### src/rtl/ls_aont_engine_pkg.sv
// Shared types for the Latin-square all-or-nothing transform engine:
// FSM state encoding and the default-width symbol type.
package ls_aont_engine_pkg;

   localparam int LSLENLOG_DEF = 4;

   typedef logic [LSLENLOG_DEF-1:0] sym_t;

   typedef enum logic [2:0] {
      IDLE,
      KEY,
      CHECK,
      DATA,
      TAIL
   } state_t;

endpackage

### src/rtl/ls_aont_engine_row_lookup.sv
// Combinational Latin-square lookup: L[r][j] = key[(r + j) mod LSLEN].
// The square is never stored; each entry is derived from the key row.
module ls_row_lookup
   import ls_aont_engine_pkg::*;
#(
   parameter int LSLEN    = 16,
   parameter int LSLENLOG = 4
) (
   input  logic [LSLEN-1:0][LSLENLOG-1:0] key,
   input  logic [LSLENLOG-1:0]            r,
   input  logic [LSLENLOG-1:0]            j,
   output logic [LSLENLOG-1:0]            sym
);

   logic [LSLENLOG-1:0] idx;

   // LSLEN is a power of two, so the truncated sum is already mod LSLEN
   assign idx = r + j;
   assign sym = key[idx];

endmodule

### src/rtl/ls_aont_engine.sv
// Latin-square AONT engine: loads and validates a permutation key, masks
// message blocks with rows of the square, then emits a key-masked checksum tail.
module ls_aont_engine
   import ls_aont_engine_pkg::*;
#(
   parameter int LSLEN      = 16,
   parameter int LSLENLOG   = 4,
   parameter int NOOFBLOCKS = 9
) (
   input  logic                clk,
   input  logic                rstn,
   input  logic                start,
   input  logic                in_valid,
   output logic                in_ready,
   input  logic [LSLENLOG-1:0] in_data,
   output logic                out_valid,
   input  logic                out_ready,
   output logic [LSLENLOG-1:0] out_data,
   output logic                out_last,
   output logic                busy,
   output logic                err
);

   localparam int BW = (NOOFBLOCKS > 1) ? $clog2(NOOFBLOCKS) : 1;

   state_t state, state_nxt;

   logic [LSLEN-1:0][LSLENLOG-1:0] key_reg;
   logic [LSLEN-1:0][LSLENLOG-1:0] acc;
   logic [LSLEN-1:0]               seen;
   logic [LSLENLOG-1:0]            col;
   logic [LSLENLOG-1:0]            row;
   logic [BW-1:0]                  blk;
   logic [LSLENLOG-1:0]            lsym;
   logic [LSLENLOG-1:0]            cipher;
   logic                           key_acc;
   logic                           data_acc;
   logic                           tail_load;
   logic                           col_last;
   logic                           blk_last;

   ls_row_lookup #(
      .LSLEN    (LSLEN),
      .LSLENLOG (LSLENLOG)
   ) u_lookup (
      .key (key_reg),
      .r   (row),
      .j   (col),
      .sym (lsym)
   );

   assign col_last  = (col == LSLENLOG'(LSLEN - 1));
   assign blk_last  = (blk == BW'(NOOFBLOCKS - 1));
   assign cipher    = in_data ^ lsym;
   assign key_acc   = (state == KEY) && in_valid;
   assign data_acc  = (state == DATA) && in_valid && in_ready;
   // A tail symbol is loaded whenever the output slot frees up, until out_last is queued
   assign tail_load = (state == TAIL) && (!out_valid || out_ready) && !(out_valid && out_last);
   assign busy      = (state != IDLE);
   assign err       = (state == CHECK) && !(&seen);

   always_ff @(posedge clk) begin
      if (rstn) begin
         state <= IDLE;
      end else begin
         state <= state_nxt;
      end
   end

   always_comb begin
      state_nxt = state;
      in_ready  = 1'b0;
      case (state)
         IDLE: begin
            if (start) state_nxt = KEY;
         end
         KEY: begin
            in_ready = 1'b1;
            if (in_valid && col_last) state_nxt = CHECK;
         end
         CHECK: begin
            state_nxt = (&seen) ? DATA : IDLE;
         end
         DATA: begin
            in_ready = !out_valid || out_ready;
            if (data_acc && col_last && blk_last) state_nxt = TAIL;
         end
         TAIL: begin
            if (out_valid && out_ready && out_last) state_nxt = IDLE;
         end
         default: state_nxt = IDLE;
      endcase
   end

   // One column counter serves key loading, data columns and tail indexing
   always_ff @(posedge clk) begin
      if (rstn) begin
         col  <= '0;
         row  <= '0;
         blk  <= '0;
         acc  <= '0;
         seen <= '0;
      end else begin
         if (state == IDLE && start) begin
            col  <= '0;
            row  <= '0;
            blk  <= '0;
            acc  <= '0;
            seen <= '0;
         end
         if (key_acc) begin
            seen[in_data] <= 1'b1;
            col           <= col + 1'b1;
         end
         if (data_acc) begin
            acc[col] <= acc[col] ^ cipher;
            col      <= col + 1'b1;
            if (col_last) begin
               row <= row + 1'b1;
               blk <= blk_last ? '0 : blk + 1'b1;
            end
         end
         if (tail_load) begin
            col <= col + 1'b1;
         end
      end
   end

   // The key survives reset; it is always fully rewritten before use
   always_ff @(posedge clk) begin
      if (key_acc) begin
         key_reg[col] <= in_data;
      end
   end

   always_ff @(posedge clk) begin
      if (rstn) begin
         out_valid <= 1'b0;
         out_data  <= '0;
         out_last  <= 1'b0;
      end else if (data_acc) begin
         out_valid <= 1'b1;
         out_data  <= cipher;
         out_last  <= 1'b0;
      end else if (tail_load) begin
         out_valid <= 1'b1;
         out_data  <= key_reg[col] ^ acc[col];
         out_last  <= col_last;
      end else if (out_ready) begin
         out_valid <= 1'b0;
         out_last  <= 1'b0;
      end
   end

endmodule

### config.mk
export PLATFORM = sky130hd
export DESIGN_NAME = ls_aont_engine
export DESIGN_NICKNAME = d
export VERILOG_FILES = /design/src/rtl/ls_aont_engine_pkg.sv /design/src/rtl/ls_aont_engine_row_lookup.sv /design/src/rtl/ls_aont_engine.sv
export SDC_FILE = /design/constraint.sdc
export NUM_CORES = 1
export LEC_CHECK = 0
export CAP_MARGIN = 40
export CORE_MARGIN = 4
export CORE_UTILIZATION = 45
export CTS_CLUSTER_SIZE = 10
export DETAILED_ROUTE_END_ITERATION = 10
export PLACE_DENSITY = 0.7
export SLEW_MARGIN = 20
export SYNTH_ARGS = -nofsm -noshare
export SYNTH_HDL_FRONTEND = slang
export SYNTH_SLANG_ARGS = --single-unit
### constraint.sdc
create_clock -name clk -period 3.23 [get_ports clk]
set_input_delay 0.323 -clock clk [delete_from_list [all_inputs] [get_ports clk]]
set_output_delay 0.323 -clock clk [all_outputs]
set_load 0.05 [all_outputs]
==> impl_metrics.json <==
{
  "slew_violations": 0,
  "core_um2": 16760,
  "critPathMaxFanout": 12,
  "cts_tree": "done",
  "post-place-ws_ps": -189.0,
  "yosys_most_used_dff": "dfxtp_1",
  "synth_area_um2": 7761,
  "hold_depth": 1,
  "drtAntennaViolNets": 0,
  "antenna_found_initial": 0,
  "grt_max_degree": 42,
  "fin_crit_ps": 3174,
  "cts.clk_slew.worst_paths_ps": 60,
  "grt-ovfl-total": 0,
  "critPathArrivalTime_ps": 3550,
  "via_count": 5617,
  "timing.hold.ws_ps": 471.0,
  "dr.first_iter.drc_count": 530,
  "htreeDepth": 4,
  "fin_skew_ps": 10.90,
  "holdCritPathClass": "reg -> reg",
  "startpoint_type": "flop",
  "comb_power_share_pct": 6.1,
  "track_usage_pct": 20.28,
  "synth_top_area_share_pct": 26.05,
  "relSlewSlack_pct": 48.09,
  "final_util_pct": 53.42,
  "end_kind": "flop",
  "gp_congestion": 0.8514,
  "reg2reg_depth": 11,
  "tightest_slew_ps": 778.7,
  "final.setup.tns_ps": 0,
  "min_to": "acc[30]",
  "die_x_um": 139.3,
  "clkPwrFrac_pct": 45.0,
  "yosysWarningCount": 0,
  "avgViaCountPerCell": 6.241,
  "io_pins": 18,
  "grt_first_pass_wirelength_um": 31240,
  "cts-root-buf": "clkbuf_16",
  "hpwlAfterDp_um": 13350,
  "postCtsHoldBufs": 0,
  "ir_drop_uv": 381.8,
  "ys_ff_latch": 165,
  "synth_cells": 640,
  "grt_pass1_vias": 5557,
  "synth_area_leaders": "dfxtp_1 (26%), edfxtp_1 (25%), mux4_2 (11%)",
  "cts_made_buffers": 17,
  "ys_seq_area_share_pct": 50.81,
  "design_area_um2": 8952,
  "rsz0062_at_grt": "yes",
  "syn_area_per_cell_um2": 12.13,
  "status": "finished clean",
  "syn2layout_area_growth_pct": 15.35,
  "wl_per_cell_um": 21.61,
  "rows": 47,
  "r2r_start": "col[0]",
  "firstDrtPassIters": 6,
  "setup_slack_ps": 55.52,
  "async_flop_share_pct": 0,
  "synth_area_leader_cell": "dfxtp_1",
  "clk_path_buf_depth": 2,
  "path_class": "reg -> reg",
  "yosysMostFrequentCell": "dfxtp_1",
  "fmax_ghz": 0.3150,
  "drc": 0,
  "regToRegEndpoint": "acc[62]",
  "die_y_um": 139.3,
  "die-area_um2": 19410,
  "yosys-top-cells-count": "dfxtp_1 (101), nor2_1 (65), edfxtp_1 (64)",
  "cts_num_sinks": 165,
  "drv_cap": 0,
  "setup_violations": 0,
  "power.switching_uw": 994.3,
  "power.density_nw_per_um2": 496.2,
  "p_int_uw": 3448,
  "routed_wl_um": 19450,
  "min_from": "acc[30]",
  "required_ps": 3600,
  "swShare_pct": 22.38,
  "nNetsFinal": 687,
  "start_util_pct": 46.31,
  "port_buffers": 17,
  "syn_nets": 660,
  "finalCritPeriodShare_pct": 98.28,
  "clk_latency_ps": 430,
  "p_leak_uw": 0.003009,
  "dpl_cell_area_um2": 8207,
  "pwr-share-seq_pct": 48.8,
  "synth_edf_count": 64,
  "hold_viol": 0,
  "drive_above_1_share_pct": 17.21,
  "reg2reg_setup_slack_ps": 60,
  "synthDistinctLibCells": 58,
  "n_antenna_cell": 0
}
[routing by layer]
| layer | GRT usage [%] | routed length, um |
|---|---|---|
| met4 | 5.613 | 244 |
| met2 | 33.41 | 9607 |
| met1 | 27.32 | 8327 |
| met3 | 4.254 | 1269 |
| met5 | 0 | 0 |
[metrics by stage]
| stage | total power [uW] | std cells |
|---|---|---|
| detailed placement | 2461 | 862 |
| finish | 4442 | 900 |
| floorplan | 2378 | 640 |
| CTS | 4453 | 898 |
| global placement | 2455 | 862 |
| global route | 4575 | 900 |
[cell usage in the layout, fill, tap and decap left out, drive strengths merged, types with 3 or more instances in the layout]
| master | netlist | layout |
|---|---|---|
| dfxtp | 101 | 101 |
| nor2 | 65 | 65 |
| edfxtp | 64 | 64 |
| a22o | 60 | 60 |
| mux4 | 40 | 40 |
| nand2 | 36 | 36 |
| mux2i | 33 | 33 |
| a21oi | 32 | 32 |
| a22oi | 31 | 31 |
| buf | 14 | 28 |
| clkbuf | 25 | 23 |
| clkdlybuf4s50 | 0 | 17 |
| nor3 | 14 | 14 |
| nand3 | 12 | 12 |
| nand4 | 12 | 12 |
| inv | 9 | 11 |
| ha | 10 | 10 |
| nand2b | 9 | 9 |
| xor2 | 9 | 9 |
| and3 | 7 | 7 |
| nor2b | 5 | 5 |
| clkinv | 0 | 5 |
| o21ai | 4 | 4 |
| a32oi | 4 | 4 |
| or4 | 4 | 4 |
| nor4 | 4 | 4 |
| o211ai | 3 | 3 |
| a211o | 3 | 3 |
| a31oi | 3 | 3 |
| xnor2 | 3 | 3 |
[final cells by class]
class / instances / area, um^2
Clock inverter: 11 / 125.1
Timing Repair Buffer: 47 / 467.9
Tap cell: 220 / 275.3
Multi-Input combinational cell: 427 / 3645
Clock buffer: 21 / 460.4
Fill cell: 1395 / 7807
Sequential cell: 165 / 3945
Inverter: 9 / 33.78
[repair_timing]
action | 4_1_cts | 5_1_grt
buffers inserted | 4 | 0
gates resized for setup | 4 | 6
pin swaps | 3 | 4
endpoints found under the setup margin | 60 | 39
cloned | 0 | 1
[power by group through the flow]
| stage | Sequential (uW) | Combinational, uW | Clock, uW |
|---|---|---|---|
| final | 2170 | 273 | 2000 |
| after CTS | 2170 | 266 | 2020 |
| after floorplan | 2210 | 164 | 0 |
| after detailed placement | 2210 | 246 | 0 |
| after global placement | 2210 | 241 | 0 |
| after global routing | 2170 | 292 | 2110 |
[worst max-delay path: stages, from the launching register on]
cell and delay [ps]:
dfxtp_2 320, ha_1 220, fa_2 610, buf_12 180, mux2i_1 80, mux4_2 520, a211oi_1 230, buf_4 150
nor4_4 60, buf_4 140, or4_1 500, nand3_1 90
[how the worst max path moves through the flow]
stage	from	end	cells after the start
after detailed placement	col[0]	acc[49]	10
after CTS	col[0]	acc[18]	9
final	col[0]	acc[62]	11
after global routing	col[0]	acc[62]	11
after floorplan	col[0]	acc[16]	9
after global placement	col[0]	acc[29]	10
[cells by family after synthesis]
kind of cell | count (synthesis) | share of synthesized area, %
simple gates | 178 | 11.33
flops | 165 | 50.81
compound gates | 152 | 14.82
mux | 74 | 16.06
buf+inv | 48 | 3.127
xor+xnor | 12 | 1.983
fa+ha+maj | 11 | 1.870
(Power assumes the default switching activity.)
